--- src/rtl/render_pixel_scanner.sv ---
// Raster coordinate generator: walks the render buffer row-major, emits (x,y)
// over valid/ready, pulses frame_done_out and counts completed frames.
//
// Ports:
//   clk_in, rst_n_in (async active-low)   clock / reset
//   start_in                              frame start request (1 cycle)
//   ready_in                              downstream accepts coordinate
//   x_out[10:0], y_out[9:0], valid_out    coordinate beat
//   busy_out                              high while scanning or done
//   frame_done_out                        1-cycle pulse after last beat
//   frame_count_out[7:0]                  completed frames, wraps
//
// Build option: define SCAN_INTERLACE_EN for alternating even/odd fields.
module render_pixel_scanner #(
    parameter int WIDTH  = 512,
    parameter int HEIGHT = 384
) (
    input  logic        clk_in,
    input  logic        rst_n_in,
    input  logic        start_in,
    input  logic        ready_in,
    output logic [10:0] x_out,
    output logic [9:0]  y_out,
    output logic        valid_out,
    output logic        busy_out,
    output logic        frame_done_out,
    output logic [7:0]  frame_count_out
);

    localparam logic [1:0] S_IDLE = 2'd0;
    localparam logic [1:0] S_SCAN = 2'd1;
    localparam logic [1:0] S_DONE = 2'd2;

    localparam logic [10:0] X_LAST = 11'(WIDTH - 1);

    logic [1:0]  state;
    logic [10:0] x_q;
    logic [9:0]  y_q;
    logic        pending;
    logic [7:0]  count_q;

    logic [9:0]  row_first;
    logic [9:0]  row_last;
    logic [9:0]  row_step;
    logic        last_x;
    logic        last_y;

`ifdef SCAN_INTERLACE_EN
    // Field parity is latched at frame start so the last-row compare
    // stays fixed while the frame counter moves on.
    logic parity_q;

    always_ff @(posedge clk_in or negedge rst_n_in) begin
        if (!rst_n_in) begin
            parity_q <= 1'b0;
        end else if ((state == S_IDLE && start_in) || state == S_DONE) begin
            parity_q <= count_q[0];
        end
    end

    assign row_first = {9'd0, count_q[0]};
    assign row_last  = 10'(HEIGHT - 2) + {9'd0, parity_q};
    assign row_step  = 10'd2;
`else
    assign row_first = 10'd0;
    assign row_last  = 10'(HEIGHT - 1);
    assign row_step  = 10'd1;
`endif

    assign last_x = (x_q == X_LAST);
    assign last_y = (y_q == row_last);

    // The frame counter steps on the last transfer edge so the new value
    // is already visible during the done pulse.
    always_ff @(posedge clk_in or negedge rst_n_in) begin
        if (!rst_n_in) begin
            state   <= S_IDLE;
            x_q     <= 11'd0;
            y_q     <= 10'd0;
            pending <= 1'b0;
            count_q <= 8'd0;
        end else begin
            unique case (state)
                S_IDLE: begin
                    if (start_in) begin
                        state <= S_SCAN;
                        x_q   <= 11'd0;
                        y_q   <= row_first;
                    end
                end
                S_SCAN: begin
                    if (start_in) begin
                        pending <= 1'b1;
                    end
                    if (ready_in) begin
                        if (last_x) begin
                            x_q <= 11'd0;
                            if (last_y) begin
                                state   <= S_DONE;
                                count_q <= count_q + 8'd1;
                            end else begin
                                y_q <= y_q + row_step;
                            end
                        end else begin
                            x_q <= x_q + 11'd1;
                        end
                    end
                end
                S_DONE: begin
                    pending <= 1'b0;
                    if (pending || start_in) begin
                        state <= S_SCAN;
                        x_q   <= 11'd0;
                        y_q   <= row_first;
                    end else begin
                        state <= S_IDLE;
                    end
                end
                default: begin
                    state <= S_IDLE;
                end
            endcase
        end
    end

    assign x_out           = x_q;
    assign y_out           = y_q;
    assign valid_out       = (state == S_SCAN);
    assign busy_out        = (state != S_IDLE);
    assign frame_done_out  = (state == S_DONE);
    assign frame_count_out = count_q;

endmodule

--- config.mk ---
export PLATFORM = sky130hd
export DESIGN_NAME = render_pixel_scanner
export DESIGN_NICKNAME = d
export VERILOG_FILES = /design/src/rtl/render_pixel_scanner.sv
export SDC_FILE = /design/constraint.sdc
export NUM_CORES = 1
export LEC_CHECK = 0
export CAP_MARGIN = 10
export CORE_MARGIN = 5
export CORE_UTILIZATION = 40
export CTS_BUF_LIST = sky130_fd_sc_hd__clkbuf_8
export DETAILED_ROUTE_END_ITERATION = 10
export GPL_TIMING_DRIVEN = 0
export PLACE_DENSITY = 0.73
export SKIP_LAST_GASP = 1
export SLEW_MARGIN = 0
export SYNTH_ARGS = -nofsm -noshare
export SYNTH_HDL_FRONTEND = slang
export SYNTH_SLANG_ARGS = --single-unit
--- constraint.sdc ---
create_clock -name clk_in -period 2.15 [get_ports clk_in]
set_input_delay 0.215 -clock clk_in [delete_from_list [all_inputs] [get_ports clk_in]]
set_output_delay 0.215 -clock clk_in [all_outputs]
set_load 0.03 [all_outputs]
==> metrics.md <==
| Metric | Value |
|---|---|
| Number of global-route vias before repair | `1,536` |
| Max Buffers Root-to-Sink | `2` |
| Total global-route track usage | `approximately 16%` |
| Die area | `6058 um^2` |
| Kind of cell adding the most delay to the critical path | `simple AND/OR/NAND/NOR gates` |
| Max stage delay cell, worst path | `or4_1` |
| Buffers and inverters on the worst path | `1` |
| Final RePlAce weighted congestion | `around 0.83` |
| Post-Syn Area per Cell | `9.790 um^2` |
| Final setup violating endpoints | `0` |
| Max-Slew Margin vs Limit | `a little under half` |
| Die Y-Extent | `77.83 um` |
| Part of the Yosys area used for sequential elements | `43.51%` |
| DR DRC count | `0` |
| Power per cell area | `683.0 nW/um^2` |
| Routed WL per cell | `~16 um` |
| Area overhead of the layout relative to synthesis | `29.57%` |
| Nets | `238` |
| Maximum clock skew at final layout | `0.007035 ns` |
| Root buf cell | `clkbuf_8` |
| Final ANT Viol Nets | `0` |
| Number of input and output port buffers inserted | `35` |
| Final Cycle Share | `95.76%` |
| Yosys warnings | `0` |
| Net count of the mapped netlist | `195` |
| Number of hold-repair buffers added at the cts stage | `0` |
| Wire length reported by the detailed router | `~4500 um` |
| Worst-case vdd ir drop | `0.0003415 V` |
| Register-to-register setup slack | `0.09 ns` |
| Max-slew violations | `0` |
| Commonest register cell after synthesis | `dfrtp_1` |
| Clock tree from TritonCTS | `done` |
| FP Rows | `24` |
| Number of antenna violations at the first check in global routing | `0` |
| Placement Cell Area | `approximately 2300 um^2` |
| Maximum number of pins on one net before global-route repair | `33` |
| GRT Residual Overflow | `0` |
| Synthesized cell area | `1841 um^2` |
| Share of cells above drive strength 1 | `about an eighth` |
| Post-layout instance area | `2385 um^2` |
| Tightest Hold Check Type | `input pin to async pin` |
| Finished Core Util | `~54%` |
| Transition time at the pin with the least slew margin | `0.7872 ns` |
| Core box area | `4414 um^2` |
| FF+latch count, synth | `32` |
| CP endpoint kind | `flop` |
| Final TNS setup | `0 ns` |
| R2R Path End | `frame_count_out[5]$_DFFE_PN0P_` |
| Sink count of the clock tree | `32` |
| Max-cap violations | `0` |
| First-pass DRT Iterations | `4` |
| Number of instances in the synthesized netlist | `between 150 and 200` |
| Commonest cells after routing, fill and taps aside | `clkdlybuf4s50_1 (33), dfrtp_1 (30), nand2_1 (15), nand3_1 (15), o21ai_0 (14)` |
| Half-perimeter wire length after detailed placement | `3148 um` |
| Cell chain of the critical path | `ha_2 -> nand4_4 -> or4_1 -> buf_6 -> nor4_4 -> xor2_1` |
| Clock edge transition at the registers on the reported setup and hold paths | `0.07 ns` |
| Leak Pwr | `0.9841 nW` |
| Top-Level Pins | `36` |
| Global-route wire length before repair | `7755 um` |
| Most common cell after layout, fill and taps aside | `clkdlybuf4s50_1` |
| Overall die width | `77.83 um` |
| Critical path class | `flop to flop` |
| CP Data Arrival Time | `between 2 and 2.5 ns` |
| Startpoint of the worst-slack reg-to-reg timing path | `x_out[0]$_DFFE_PN0P_` |
| Post-layout min period | `2.059 ns` |
| Synth cell types | `50` |
| Critical path peak fanout | `10` |
| Async S/R FF share, synth | `100.0%` |
| Launching element type of the critical path | `flop` |
| Initial Util | `41.70%` |
| Violations in the final reports | `negative hold slack` |
| Inserted Diodes | `0` |
| Outcome | `finished, violations left` |
| Number of H-tree levels | `2` |
| Clock Latency Late Sink | `0.29 ns` |
| CP peak stage delay | `between 0.5 and 0.6 ns` |
| Number of buffers inserted during clock tree synthesis | `5` |
| Final count of hold timing violations | `32` |
| Number of cells on the worst reg-to-reg path | `6` |
| Number of enable flip-flop cells after synthesis | `0` |
| Initial detailed-routing violation count | `between 150 and 200` |
| Total via count after detailed routing | `1,637` |
| Worst hold margin | `-0.01422 ns` |
| Ratio of routed vias to standard cells | `5.764` |
| F_max | `roughly 490 MHz` |
| Worst EP required | `2.36 ns` |
| Stages on worst setup path | `6` |
-- report_power, final --
part / internal (W) / switching, W
sequential: 0.000657 / 0.0000940
combinational: 0.000157 / 0.000241
clock: 0.000255 / 0.000225
total: 0.00107 / 0.000560
-- cell type report --
type / count / area, um^2
clock buffer: 6 / 82.58
multi-input combinational: 144 / 1011
timing repair buffer: 36 / 351.6
tap: 52 / 65.06
buffer: 6 / 38.79
clock inverter: 2 / 10.01
fill: 396 / 2029
sequential: 32 / 803.3
inverter: 6 / 22.52
-- routing by layer --
metal | track usage, % | wire [um] | vias to the layer above
li1 | - | - | 805
met2 | 22.87 | 2061 | 43
met3 | 4.282 | 237 | 5
met1 | 22.26 | 2185 | 784
met4 | 4.983 | 62 | 0
met5 | 0 | 0 | -
-- state kept, by name, summed over array words and instances (netlist names) --
| register | count |
|---|---|
| pending | 1 |
| frame_count_out | 8 |
| y_out | 10 |
| x_out | 11 |
| state | 2 |
-- timing repair --
action	in CTS	in global routing
gates cloned	0	0
resized for setup	2	6
endpoints found under the setup margin	5	17
pin swaps	0	1
setup buffers	0	1
-- synthesized netlist by cell type (3+ instances only) --
cell,n,area [um^2]
a31oi_1,8,50.05
o31ai_1,3,22.52
nor4_1,5,31.28
xnor2_1,3,26.28
ha_1,3,37.54
dfrtp_1,32,800.8
o21ai_0,14,70.07
and2_1,4,25.02
xor2_1,6,52.55
o211ai_1,3,22.52
nor2_1,4,15.01
or3_1,6,37.54
nor2b_1,3,18.77
a21oi_1,6,30.03
nor3_1,6,30.03
nand2_1,15,56.30
nor4_4,3,63.81
inv_1,5,18.77
clkbuf_1,3,11.26
nand3_1,15,75.07
nand4_1,6,37.54
-- worst max path at each step --
stage,startpoint,end,slack (ns)
global route,x_out[0]$_DFFE_PN0P_,y_out[5]$_DFFE_PN0P_,-0.02
CTS,x_out[0]$_DFFE_PN0P_,y_out[5]$_DFFE_PN0P_,0.003
global placement,ready_in,y_out[5]$_DFFE_PN0P_,-0.18
detailed placement,ready_in,frame_count_out[5]$_DFFE_PN0P_,-0.19
floorplan,x_out[0]$_DFFE_PN0P_,y_out[5]$_DFFE_PN0P_,0.05
finish,x_out[0]$_DFFE_PN0P_,frame_count_out[5]$_DFFE_PN0P_,0.09
-- stage by stage --
step | hold slack (ns) | worst slack (ns) | total power (W) | instances
finish | -0.01422 | 0.09110 | 0.001629 | 284
global route | 0.04990 | -0.02055 | 0.001715 | 284
CTS | 0.01174 | 0.002593 | 0.001631 | 283
floorplan | -0.08059 | 0.05149 | 0.0009689 | 188
detailed placement | 0.3164 | -0.1880 | 0.001144 | 275
global placement | 0.4562 | -0.1787 | 0.001135 | 275
-- cells by family (layout without fill, tap and decap cells) --
family / after synthesis / after routing / synth area share (%)
AO/OA/AOI/OAI: 43 / 43 / 14.69
XOR/XNOR: 9 / 9 / 4.283
adder cells (fa/ha/maj): 3 / 3 / 2.040
buffers and inverters: 12 / 56 / 3.331
flip-flops: 32 / 32 / 43.51
multiplexers: 3 / 3 / 1.700
AND/OR/NAND/NOR: 86 / 86 / 30.46
No activity file was read; power rests on OpenSTA's default activity.
